$ cat src/rtl/riscv_pkg.sv
// Shared definitions for the RISC-V subset core: opcodes, NOP encoding, fetch FSM states, error causes.
// Latency: n/a (types and constants only).
// Backpressure: n/a.
package riscv_pkg;

    // Major opcodes decoded by the control unit
    localparam logic [6:0] OP_BRANCH = 7'b1100011;
    localparam logic [6:0] OP_LUI    = 7'b0110111;
    localparam logic [6:0] OP_OP     = 7'b0110011;
    localparam logic [6:0] OP_OPIMM  = 7'b0010011;
    localparam logic [6:0] OP_STORE  = 7'b0100011;
    localparam logic [6:0] OP_LOAD   = 7'b0000011;

    // addi x0, x0, 0
    localparam logic [31:0] NOP_INSTR = 32'h0000_0013;

    typedef enum logic [1:0] {
        ST_IDLE  = 2'd0,
        ST_FETCH = 2'd1,
        ST_VALID = 2'd2,
        ST_ERROR = 2'd3
    } fetch_state_t;

    typedef enum logic [1:0] {
        ERR_NONE     = 2'b00,
        ERR_TIMEOUT  = 2'b01,
        ERR_MISALIGN = 2'b10
    } err_cause_t;

    // Instruction addresses must be word aligned
    function automatic logic is_word_aligned(input logic [31:0] addr);
        return addr[1:0] == 2'b00;
    endfunction

endpackage

$ cat src/rtl/instruction_fetch_if.sv
// Fetch-stage bus: instruction memory handshake, decode-facing instruction, retire/branch inputs, error status.
// Latency: n/a (wiring only).
// Backpressure: memory stalls fetch via imem_ready; execute holds an instruction by withholding instr_ack.
interface instruction_fetch_if;
    // instruction memory side
    logic        imem_req;
    logic [31:0] imem_addr;
    logic [31:0] imem_rdata;
    logic        imem_ready;
    // decode / execute side
    logic [31:0] instr;
    logic [6:0]  opcode;
    logic        funct7_5;
    logic [31:0] pc_out;
    logic        instr_valid;
    logic        instr_ack;
    logic        S_Mux_A;
    logic [31:0] branch_target;
    // status
    logic        fetch_err;
    logic [1:0]  err_cause;

    // master: the fetch unit
    modport master (
        output imem_req, imem_addr, instr, opcode, funct7_5, pc_out,
               instr_valid, fetch_err, err_cause,
        input  imem_rdata, imem_ready, instr_ack, S_Mux_A, branch_target
    );

    // slave: memory plus execute/control environment
    modport slave (
        input  imem_req, imem_addr, instr, opcode, funct7_5, pc_out,
               instr_valid, fetch_err, err_cause,
        output imem_rdata, imem_ready, instr_ack, S_Mux_A, branch_target
    );
endinterface

$ cat src/rtl/instruction_fetch_pc_reg.sv
// Program counter register with next-PC select between pc+4 and a branch target.
// Latency: new PC visible one cycle after load.
// Backpressure: none; holds value whenever load is low.
// Ports: clk, rst (async high), load, sel_target, target[31:0] in; pc[31:0] out.
module pc_reg #(
    parameter logic [31:0] RESET_PC = 32'h0000_0000
) (
    input  logic        clk,
    input  logic        rst,
    input  logic        load,
    input  logic        sel_target,
    input  logic [31:0] target,
    output logic [31:0] pc
);

    // pc + 4 wraps naturally at 2^32
    always_ff @(posedge clk or posedge rst) begin
        if (rst) begin
            pc <= RESET_PC;
        end else if (load) begin
            pc <= sel_target ? target : pc + 32'd4;
        end
    end

endmodule

$ cat src/rtl/instruction_fetch.sv
// Instruction fetch stage: holds PC, fetches from instruction memory, presents instruction to decode.
// Latency: VALID k+1 cycles after FETCH entry for k memory wait states; 2 cycles/instr minimum.
// Backpressure: waits up to MAX_WAIT cycles for imem_ready (then sticky error); holds instr until instr_ack.
// Ports: clk, rst (async high); bus (instruction_fetch_if.master) carries memory, decode and status signals.
module instruction_fetch
    import riscv_pkg::*;
#(
    parameter logic [31:0] RESET_PC = 32'h0000_0000,
    parameter int unsigned MAX_WAIT = 15
) (
    input  logic                       clk,
    input  logic                       rst,
    instruction_fetch_if.master        bus
);

    // Last FETCH cycle on which a ready is still accepted has wait_cnt == MAX_WAIT-1
    localparam logic [7:0] WAIT_LAST = 8'(MAX_WAIT - 1);

    fetch_state_t state, state_nxt;
    err_cause_t   err_q, err_nxt;
    logic [7:0]   wait_cnt;
    logic [31:0]  instr_q;
    logic [31:0]  pc;
    logic         pc_load;
    logic         instr_load;
    logic         err_set;

    pc_reg #(
        .RESET_PC (RESET_PC)
    ) u_pc_reg (
        .clk        (clk),
        .rst        (rst),
        .load       (pc_load),
        .sel_target (bus.S_Mux_A),
        .target     (bus.branch_target),
        .pc         (pc)
    );

    always_ff @(posedge clk or posedge rst) begin
        if (rst) begin
            state <= ST_IDLE;
        end else begin
            state <= state_nxt;
        end
    end

    always_comb begin
        state_nxt  = state;
        pc_load    = 1'b0;
        instr_load = 1'b0;
        err_set    = 1'b0;
        err_nxt    = ERR_NONE;
        case (state)
            ST_IDLE: begin
                state_nxt = ST_FETCH;
            end
            ST_FETCH: begin
                if (bus.imem_ready) begin
                    instr_load = 1'b1;
                    state_nxt  = ST_VALID;
                end else if (wait_cnt == WAIT_LAST) begin
                    err_set   = 1'b1;
                    err_nxt   = ERR_TIMEOUT;
                    state_nxt = ST_ERROR;
                end
            end
            ST_VALID: begin
                if (bus.instr_ack) begin
                    // A taken branch to a non-word address is fatal; PC keeps the faulting instruction's address
                    if (bus.S_Mux_A && !is_word_aligned(bus.branch_target)) begin
                        err_set   = 1'b1;
                        err_nxt   = ERR_MISALIGN;
                        state_nxt = ST_ERROR;
                    end else begin
                        pc_load   = 1'b1;
                        state_nxt = ST_FETCH;
                    end
                end
            end
            ST_ERROR: begin
                state_nxt = ST_ERROR;
            end
            default: begin
                state_nxt = ST_IDLE;
            end
        endcase
    end

    // Counts FETCH cycles; outside FETCH it sits at zero so every FETCH entry starts fresh
    always_ff @(posedge clk or posedge rst) begin
        if (rst) begin
            wait_cnt <= 8'd0;
        end else if (state == ST_FETCH) begin
            wait_cnt <= wait_cnt + 8'd1;
        end else begin
            wait_cnt <= 8'd0;
        end
    end

    always_ff @(posedge clk or posedge rst) begin
        if (rst) begin
            instr_q <= NOP_INSTR;
        end else if (instr_load) begin
            instr_q <= bus.imem_rdata;
        end
    end

    always_ff @(posedge clk or posedge rst) begin
        if (rst) begin
            err_q <= ERR_NONE;
        end else if (err_set) begin
            err_q <= err_nxt;
        end
    end

    // All outputs come from registers or state decode
    assign bus.imem_req    = (state == ST_FETCH);
    assign bus.imem_addr   = pc;
    assign bus.pc_out      = pc;
    assign bus.instr       = instr_q;
    assign bus.opcode      = instr_q[6:0];
    assign bus.funct7_5    = instr_q[30];
    assign bus.instr_valid = (state == ST_VALID);
    assign bus.fetch_err   = (state == ST_ERROR);
    assign bus.err_cause   = err_q;

endmodule

$ cat src/flat_wrapper.sv
// flat-port wrapper written by rule: the top's interface ports become plain ports
module instruction_fetch_flat import riscv_pkg::*;
#(
    parameter logic [31:0] RESET_PC = 32'h0000_0000,
    parameter int unsigned MAX_WAIT = 15
)
  (clk, rst, bus_imem_req, bus_imem_addr, bus_instr, bus_opcode, bus_funct7_5, bus_pc_out, bus_instr_valid, bus_fetch_err, bus_err_cause, bus_imem_rdata, bus_imem_ready, bus_instr_ack, bus_S_Mux_A, bus_branch_target);
  instruction_fetch_if bus_i ();
  input  logic clk;
  input  logic rst;
  output wire logic [$bits(bus_i.imem_req)-1:0] bus_imem_req;
  output wire logic [$bits(bus_i.imem_addr)-1:0] bus_imem_addr;
  output wire logic [$bits(bus_i.instr)-1:0] bus_instr;
  output wire logic [$bits(bus_i.opcode)-1:0] bus_opcode;
  output wire logic [$bits(bus_i.funct7_5)-1:0] bus_funct7_5;
  output wire logic [$bits(bus_i.pc_out)-1:0] bus_pc_out;
  output wire logic [$bits(bus_i.instr_valid)-1:0] bus_instr_valid;
  output wire logic [$bits(bus_i.fetch_err)-1:0] bus_fetch_err;
  output wire logic [$bits(bus_i.err_cause)-1:0] bus_err_cause;
  input wire logic [$bits(bus_i.imem_rdata)-1:0] bus_imem_rdata;
  input wire logic [$bits(bus_i.imem_ready)-1:0] bus_imem_ready;
  input wire logic [$bits(bus_i.instr_ack)-1:0] bus_instr_ack;
  input wire logic [$bits(bus_i.S_Mux_A)-1:0] bus_S_Mux_A;
  input wire logic [$bits(bus_i.branch_target)-1:0] bus_branch_target;
  assign bus_imem_req = bus_i.imem_req;
  assign bus_imem_addr = bus_i.imem_addr;
  assign bus_instr = bus_i.instr;
  assign bus_opcode = bus_i.opcode;
  assign bus_funct7_5 = bus_i.funct7_5;
  assign bus_pc_out = bus_i.pc_out;
  assign bus_instr_valid = bus_i.instr_valid;
  assign bus_fetch_err = bus_i.fetch_err;
  assign bus_err_cause = bus_i.err_cause;
  assign bus_i.imem_rdata = bus_imem_rdata;
  assign bus_i.imem_ready = bus_imem_ready;
  assign bus_i.instr_ack = bus_instr_ack;
  assign bus_i.S_Mux_A = bus_S_Mux_A;
  assign bus_i.branch_target = bus_branch_target;
  instruction_fetch #(.RESET_PC(RESET_PC), .MAX_WAIT(MAX_WAIT)) u_core (.clk(clk), .rst(rst), .bus(bus_i));
endmodule
$ cat config.mk
export PLATFORM = sky130hd
export DESIGN_NAME = instruction_fetch_flat
export DESIGN_NICKNAME = d
export VERILOG_FILES = /design/src/rtl/riscv_pkg.sv /design/src/rtl/instruction_fetch_if.sv /design/src/rtl/instruction_fetch_pc_reg.sv /design/src/rtl/instruction_fetch.sv /design/src/flat_wrapper.sv
export SDC_FILE = /design/constraint.sdc
export NUM_CORES = 1
export LEC_CHECK = 0
export CORE_UTILIZATION = 40
export CTS_CLUSTER_DIAMETER = 120
export DETAILED_ROUTE_END_ITERATION = 12
export PLACE_DENSITY_LB_ADDON = 0.05
export SYNTH_ARGS = -nofsm -noshare
export SYNTH_HDL_FRONTEND = slang
export SYNTH_SLANG_ARGS = --single-unit
$ cat constraint.sdc
create_clock -name clk -period 3.7 [get_ports clk]
set_input_delay 1.11 -clock clk [delete_from_list [all_inputs] [get_ports clk]]
set_output_delay 1.11 -clock clk [all_outputs]
set_load 0.01 [all_outputs]
==> impl_metrics.toml <==
[run_status]
outcome = "finished, final reports clean"

[place]
dpl-instance-area_sq_um = 5970
dp_cells = 702
io_buffer_count = 177
gp_congestion = 0.836
dp_hpwl_microns = 9150

[critical_path]
cp-start-kind = "flip-flop"
worst-setup-path-type = "flip-flop to output pin"
endpoint_kind = "output pin"
cp_data_required_time_ps = 2590
r2r_start = "u_core.state[0]"
crit_start = "u_core.state[1]"
crit_arrival_ps = 1870
worstPathMaxFanout = 12

[power]
power.total_mw = 4.13
power.leakage_nw = 2.53
ir_drop_v = 0.000364
power_density_nw_per_um2 = 666

[synth]
ys_ff_latch = 76
yosysWarningCount = 0
yosys.area.top_type_share_pct = 41.8
post-synth-top-area-cell = "dfrtp_1"
ys.flop_type = "dfrtp_1"
synth_nets = 524
yosys-top-cells-area = "dfrtp_1, mux2_2, buf_4, nand3_1, a21oi_1"
ys_seq_area_share_pct = 43.6
synthMostInstantiatedCell = "dfrtp_1"
synth_common_cells = "dfrtp_1, buf_4, mux2_2"
syn_area_sq_um = 4370
synthCells = 448
synth_async_sr_flop_share_pct = 100
avgSynthCellArea_sq_um = 9.75
synth_edf_count = 0
synth_cell_types = 53

[cells_and_area]
insertedDiodeCount = 0
regArea_sq_um = 1910
nFillCells = 938
stdcell_count = 718
syn_to_final_growth_pct = 42.0
utilization_pct = 59.3
drive_above_1_share_pct = 11.9
final_nets = 653
design_area_sq_um = 6200
multi_input_area_sq_um = 1990

[drt]
dr.pass1.iters = 4
drt_iter0_drc = 196
wl_per_cell_microns = 17.6
drtAntennaViolNets = 0
drc = 0
vias = 3969
vias_per_cell = 5.53
drt-total-wl_microns = 12600

[floorplanning]
io_pins = 178
die-area_sq_um = 11300
coreArea_sq_um = 10500
rows = 37
initial_core_util_pct = 41.7
die_w_microns = 107
die_h_microns = 107

[timing]
skew_ps = 7.20
slew_violations = 0
fin_crit_sh_pct = 80.6
fin_crit_ps = 2980
slew_headroom_pct = 26.9
finalSetupViolations = 0
rsz0062_at_grt = "no"
clock.fmax_mhz = 335
finalSetupTns_ps = 0
worst_slew_pin_slew_ps = 1090
hold_violations = 0

[global_routing]
grt_max_degree = 46
grt.total_usage_pct = 22.7
grt_pass1_vias = 3984
overflow = 0
grt_pass1_wl_microns = 20100
antenna_found_initial = 0

[clock_tree]
cts_hold_buf = 0
cts_buffers = 9
insertion_delay_ps = 350
post_cts_resized = 0
cts_tree = "done"
h-tree-depth = 3
clock_sinks = 76
post-cts-setup-buffer-count = 0
clkTransAtPathRegs_ps = 90
ctsRootBufferMaster = "clkbuf_8"
cts_buffer_depth = 2

[job]
max-cap-violations = 0

[hold_path]
hold_start = "u_core.bus.instr[31]"
hold_path.class = "flip-flop to flip-flop"
==> stage by stage <==
step	setup slack [ps]	hold slack [ps]
final	717	508
after CTS	715	509
after floorplan	657	445
after global routing	603	519
after detailed placement	478	489
after global placement	674	465
==> routing by layer <==
layer | part of all wire (%) | track usage [%] | up-vias
met5 | 0 | 0 | -
met4 | 2.2 | 8.90 | 0
met3 | 6.6 | 4.54 | 23
met2 | 52 | 39.5 | 142
met1 | 40 | 27.4 | 1936
li1 | - | - | 1868
==> kinds of logic after synthesis <==
kind of cell               synth area share (%)
DFF                                        43.6
muxes                                      8.94
xor gates and xnor gates                   1.20
buffers and inverters                      10.9
adders and majority gates                  2.01
AOI/OAI and AO/OA                          14.4
and+or+nand+nor                            19.0
==> report_power, final <==
part	switching, mW	internal, mW
Sequential	0.314	1.14
Clock	0.334	0.406
Combinational	0.798	1.14
==> worst paths after layout <==
kind / slack (ps) / end / depth (start not counted)
hold / removal: 510 / u_core.bus.instr[31] / 1
min in group asynchronous: 1180 / u_core.bus.instr[2] / 2
max in group asynchronous: 1820 / u_core.bus.instr[0] / 3
setup / recovery: 720 / bus_imem_req / 3
setup reg to reg: 1310 / u_core.u_pc_reg.pc[31] / 6
hold reg to reg: 510 / u_core.bus.instr[31] / 1
==> final cells by class <==
type / count / share of cell area (%)
Clock buffer: 10 / 2.22
Clock inverter: 6 / 1.51
Inverter: 18 / 1.09
Multi-Input combinational cell: 287 / 32.0
Sequential cell: 76 / 30.7
Tap cell: 136 / 2.74
Timing Repair Buffer: 185 / 29.7
==> critical path: stages, from the launching register on <==
cell and delay, ps:
dfrtp_1 430, inv_1 120, ha_1 370, clkdlybuf4s50_1 610
==> layout by cell type, fill, tap and decap left out, drive strengths merged, types with 15 or more instances in the layout <==
| master | synthesis | final |
|---|---|---|
| clkdlybuf4s50 | 0 | 176 |
| dfrtp | 73 | 73 |
| mux2 | 32 | 32 |
| nand3 | 29 | 29 |
| a21oi | 25 | 25 |
| nand2 | 20 | 20 |
| inv | 18 | 20 |
| nand4 | 18 | 18 |
| nor3 | 17 | 17 |
| nor2 | 15 | 15 |
No activity file was read; power rests on OpenSTA's default activity.
